**src/rtl/seg7_disp_arbiter.sv**
```systemverilog
// seg7_disp_arbiter
//   Two requesters share one 4-digit hex display. The first grant is
//   immediate. After a grant the value is held for HOLD_CYCLES before the
//   other requester may take the display. The current owner may refresh its
//   value at any time during the hold. Ties at an arbitration point are
//   broken round-robin.
//
//   Optional feature (macro SEG7_ARB_TIMEOUT_EN): blank the display after
//   TIMEOUT_CYCLES consecutive idle cycles with no eligible request.
//
// Ports
//   clk          clock, rising edge
//   clr          asynchronous active-high reset
//   req0/req1    display-update request from requester 0/1
//   data0/data1  16-bit value offered (nibble [3:0] = rightmost digit)
//   ack0/ack1    registered one-cycle acceptance pulse
//   disp_x       registered value for the 7-segment digit driver
//   disp_owner   requester whose value is shown
//   disp_valid   high once any value has been accepted
//   busy         high while holding a granted value
module seg7_disp_arbiter #(
  parameter int unsigned HOLD_CYCLES    = 1000000,
  parameter int unsigned TIMEOUT_CYCLES = 4000000
) (
  input  logic        clk,
  input  logic        clr,
  input  logic        req0,
  input  logic        req1,
  input  logic [15:0] data0,
  input  logic [15:0] data1,
  output logic        ack0,
  output logic        ack1,
  output logic [15:0] disp_x,
  output logic        disp_owner,
  output logic        disp_valid,
  output logic        busy
);

  localparam int unsigned HC = (HOLD_CYCLES == 0) ? 1 : HOLD_CYCLES;
  localparam int unsigned HW = (HC > 1) ? $clog2(HC) : 1;

  typedef enum logic {IDLE, HOLD} state_t;

  state_t        state;
  logic [HW-1:0] cnt;
  logic          last;      // last granted requester, drives round-robin

`ifdef SEG7_ARB_TIMEOUT_EN
  localparam int unsigned TC = (TIMEOUT_CYCLES == 0) ? 1 : TIMEOUT_CYCLES;
  localparam int unsigned TW = (TC > 1) ? $clog2(TC) : 1;
  logic [TW-1:0] tcnt;
`endif

  // A requester is ineligible on the edge its own ack is visible, so a
  // req held through its ack does not win a second time.
  logic elig0, elig1, any_elig, rr_win, owner_elig;
  logic do_grant, win;

  assign elig0      = req0 & ~ack0;
  assign elig1      = req1 & ~ack1;
  assign any_elig   = elig0 | elig1;
  assign rr_win     = (elig0 & elig1) ? ~last : elig1;
  assign owner_elig = disp_owner ? elig1 : elig0;

  always_comb begin
    do_grant = 1'b0;
    win      = rr_win;
    case (state)
      IDLE: do_grant = any_elig;
      HOLD: begin
        // Hold expiry is an arbitration point; before it only the owner
        // may refresh, and that refresh does not rotate priority.
        if (cnt == '0) begin
          do_grant = any_elig;
        end else if (owner_elig) begin
          do_grant = 1'b1;
          win      = disp_owner;
        end
      end
      default: do_grant = 1'b0;
    endcase
  end

  always_ff @(posedge clk or posedge clr) begin
    if (clr) begin
      state      <= IDLE;
      cnt        <= '0;
      last       <= 1'b1;
      disp_x     <= 16'h0000;
      disp_owner <= 1'b0;
      disp_valid <= 1'b0;
      ack0       <= 1'b0;
      ack1       <= 1'b0;
      busy       <= 1'b0;
`ifdef SEG7_ARB_TIMEOUT_EN
      tcnt       <= '0;
`endif
    end else begin
      ack0 <= 1'b0;
      ack1 <= 1'b0;
      if (do_grant) begin
        disp_x     <= win ? data1 : data0;
        disp_owner <= win;
        last       <= win;
        disp_valid <= 1'b1;
        ack0       <= ~win;
        ack1       <= win;
        state      <= HOLD;
        busy       <= 1'b1;
        cnt        <= HW'(HC - 1);
`ifdef SEG7_ARB_TIMEOUT_EN
        tcnt       <= '0;
`endif
      end else if (state == HOLD) begin
        if (cnt == '0) begin
          state <= IDLE;
          busy  <= 1'b0;
        end else begin
          cnt <= cnt - 1'b1;
        end
      end
`ifdef SEG7_ARB_TIMEOUT_EN
      else if (disp_valid) begin
        // Idle with a value shown and nobody asking: count towards blank.
        if (tcnt == TW'(TC - 1)) begin
          tcnt       <= '0;
          disp_x     <= 16'h0000;
          disp_valid <= 1'b0;
        end else begin
          tcnt <= tcnt + 1'b1;
        end
      end
`endif
    end
  end

endmodule

```
**config.mk**
```make
export PLATFORM = sky130hd
export DESIGN_NAME = seg7_disp_arbiter
export DESIGN_NICKNAME = d
export VERILOG_FILES = /design/src/rtl/seg7_disp_arbiter.sv
export SDC_FILE = /design/constraint.sdc
export NUM_CORES = 1
export LEC_CHECK = 0
export ABC_CLOCK_PERIOD_IN_PS = 3000
export BUFFER_PORTS_ARGS = -buffer_cell sky130_fd_sc_hd__buf_2
export CAP_MARGIN = 20
export CORE_MARGIN = 2
export CORE_UTILIZATION = 50
export CTS_BUF_LIST = sky130_fd_sc_hd__clkbuf_16
export CTS_CLUSTER_DIAMETER = 30
export CTS_CLUSTER_SIZE = 10
export DETAILED_ROUTE_END_ITERATION = 16
export PLACE_DENSITY = 0.75
export SYNTH_ARGS = -nofsm -noshare
export SYNTH_HDL_FRONTEND = slang
export SYNTH_SLANG_ARGS = --single-unit
```
**constraint.sdc**
```tcl
create_clock -name clk -period 3 [get_ports clk]
set_input_delay 0.3 -clock clk [delete_from_list [all_inputs] [get_ports clk]]
set_output_delay 0.3 -clock clk [all_outputs]
set_load 0.02 [all_outputs]
```
==> impl_metrics.csv <==
group,metric,value,unit
detailed_routing,detail-route-antenna-nets,0,
cells_and_area,post-route-util,61.4,%
synthesis,synth_top_flop_cell,"dfrtp_1",
global_routing,antenna_found_initial,0,
detailed_routing,drcViolationCount,0,
clock_network,cts_post_setup_buffers_inserted,0,
floorplan,dieArea,0.00535,sq mm
clock_network,cts_buffer_depth,2,
cells_and_area,diodes,0,
power,max-vdd-ir-drop,511,uV
synthesis,syn_area,0.00239,sq mm
worst_setup_path,regToRegStartpoint,"cnt[0]",
timing,setup_viol,0,
cells_and_area,final_nets,312,
placement,port_buffers,56,
detailed_routing,vias_per_cell,6.24,
placement,gp_congestion,0.908,
detailed_routing,totalWireLength,5.80,mm
cells_and_area,fin_cells,330,
clock_network,clock_latency,0.28,ns
global_routing,grt_pass1_wl,9.40,mm
cells_and_area,fillers,366,
placement,pre_cts_ws,0.366,ns
timing,min_period,2.69,ns
synthesis,synth_seq_area_share,45.1,%
floorplan,rows,25,
floorplan,io_pins,57,
timing,max_freq,0.372,GHz
timing,finClkSkew,0.00540,ns
cells_and_area,areaGrowthSynthToFinish,19.8,%
hold_path,hp-class,"input port to async pin",
clock_network,cts_resized,0,
synthesis,yosysMostFrequentCell,"dfrtp_1",
placement,hpwl,4.05,mm
job,cap_viol_max_count,0,
synthesis,synth_nets,256,
synthesis,synth_warnings,0,
synthesis,synth_top_area_cell,"dfrtp_1",
synthesis,synth_top_area_share,44.0,%
worst_setup_path,arrival,2.90,ns
clock_network,clkSinkCount,43,
timing,min_period_over_period,89.6,%
synthesis,synth_area_leaders,"dfrtp_1 44%, a221o_1 6.7%, a21boi_0 5.3%",
worst_setup_path,critPathKind,"flip-flop to flip-flop",
global_routing,grt_start_max_net_pins,29,
clock_network,cts_tree,"yes",
timing,final_hold_viol_count,0,
detailed_routing,drt-pass1-iter-count,4,
synthesis,synth_edf_count,0,
timing,setup_tns,0,ns
detailed_routing,vias,2059,
cells_and_area,layout-drive-gt1-share,30.1,%
worst_setup_path,cp-startpoint,"cnt[0]",
timing,rsz0062_at_grt,"no",
synthesis,async_flop_share,100,%
timing,setup_slack,0.313,ns
worst_setup_path,start_kind,"flip-flop",
detailed_routing,drt_iter0_drc,187,
timing,slew_headroom,48.7,%
synthesis,synthTopCellsByCount,"42 x dfrtp_1, 17 x a21boi_0, 16 x a221o_1",
clock_network,clkTransAtPathRegs,0.06,ns
synthesis,synth_cell_types,50,
worst_setup_path,crit_fanout,19,
outcome,status,"completed",
global_routing,grt_overflow_total,0,
worst_setup_path,worstSetupEndpointType,"flip-flop",
timing,drv_slew,0,
synthesis,ys_seq_elements,43,
floorplan,start_util,51.3,%
power,p_leak,1.23,nW
timing,whs,0.00781,ns
clock_network,cts_max_level,2,
global_routing,grt_usage,23.0,%
global_routing,grt_pass1_vias,1943,
power,powerDensity,815,mW/mm^2
synthesis,syn_inst,219,
synthesis,avgSynthCellArea,10.9,sq um
clock_network,numCtsBuffers,5,
timing,worst_pin_slew,0.768,ns
floorplan,design.core.area,0.00466,sq mm
floorplan,die_w,73.1,microns
clock_network,cts-root-buf,"clkbuf_16",
clock_network,cts_hold_buf,0,
floorplan,die-height,73.1,microns
worst_setup_path,cp.required,3.21,ns
detailed_routing,wl_per_cell,17.6,microns
placement,numPlacedInstances,321,
## where the power goes
group | switching [mW] | leakage [nW] | internal [mW]
Combinational | 0.579 | 0.669 | 0.382
Clock | 0.203 | 0.0762 | 0.300
Sequential | 0.121 | 0.484 | 0.748
## worst max-delay path, cell delays in order, from the launching register on
cell and delay [ns]:
dfrtp_1 0.40, inv_1 0.11, ha_1 0.28, nor3b_1 0.38, and2_1 0.32, a211oi_1 0.17, a211oi_4 0.69, a221o_1 0.28
## layer usage
metal / wire (microns) / GRT usage, % / vias up
li1: - / - / 980
met1: 2600 / 32.2 / 1012
met2: 2870 / 35.5 / 60
met3: 245 / 4.42 / 7
met4: 80 / 8.02 / 0
met5: 0 / 0 / -
## state kept, by name, summed over array words and instances (netlist names)
| signal | count |
|---|---|
| last | 1 |
| disp_owner | 1 |
| ack0 | 1 |
| disp_valid | 1 |
| busy | 1 |
| disp_x | 16 |
| state | 1 |
| ack1 | 1 |
| cnt | 20 |
## final cells by class
class                           count  area [sq um]  share of cell area [%]
Timing Repair Buffer               62           345                    12.1
Multi-Input combinational cell    157          1210                    42.4
Sequential cell                    43          1080                    37.6
Clock buffer                        5           125                    4.37
Inverter                            6          22.5                   0.787
Tap cell                           54          67.6                    2.36
Clock inverter                      3          12.5                   0.437
## layout by cell type (no fill, tap or decap), types with 3 or more instances in the layout
cell type / count
nand2b_1: 6
buf_2: 56
o2111ai_1: 5
a21boi_0: 17
mux2i_1: 5
a221o_1: 16
o21ai_0: 8
a21oi_1: 6
buf_4: 5
or4_1: 3
nand3_1: 15
nor4_4: 4
nor2_1: 11
xnor2_1: 3
clkbuf_16: 5
a21o_1: 8
nand2_1: 8
dfrtp_1: 42
or3_1: 3
inv_1: 8
nor3_1: 3
a211oi_1: 5
## final timing paths
kind | to | slack [ns] | cells past startpoint
setup / recovery | disp_x[10] | 0.31 | 7
hold / removal | ack1 | 0.008 | 2
setup reg to reg | disp_x[10] | 0.31 | 7
hold reg to reg | disp_valid | 0.47 | 1
max in group asynchronous | last | 2.24 | 4
min in group clk | disp_x[2] | 0.24 | 2
## kinds of logic after synthesis
| family | share of synthesized area [%] |
|---|---|
| flip-flops | 45.1 |
| multiplexers | 2.57 |
| XOR/XNOR | 1.47 |
| adder cells (fa/ha/maj) | 0.523 |
| buffers and inverters | 4.19 |
| AO/OA/AOI/OAI | 28.6 |
| AND/OR/NAND/NOR | 17.6 |
## per-stage QoR
step                cell area (sq um)  total power [mW]
finish                           2860              2.33
global route                     2860              2.48
detailed placement               2700              1.83
CTS                              2840              2.34
global placement                 2700              1.79
floorplan                        2390              1.54
(Power assumes the default switching activity.)
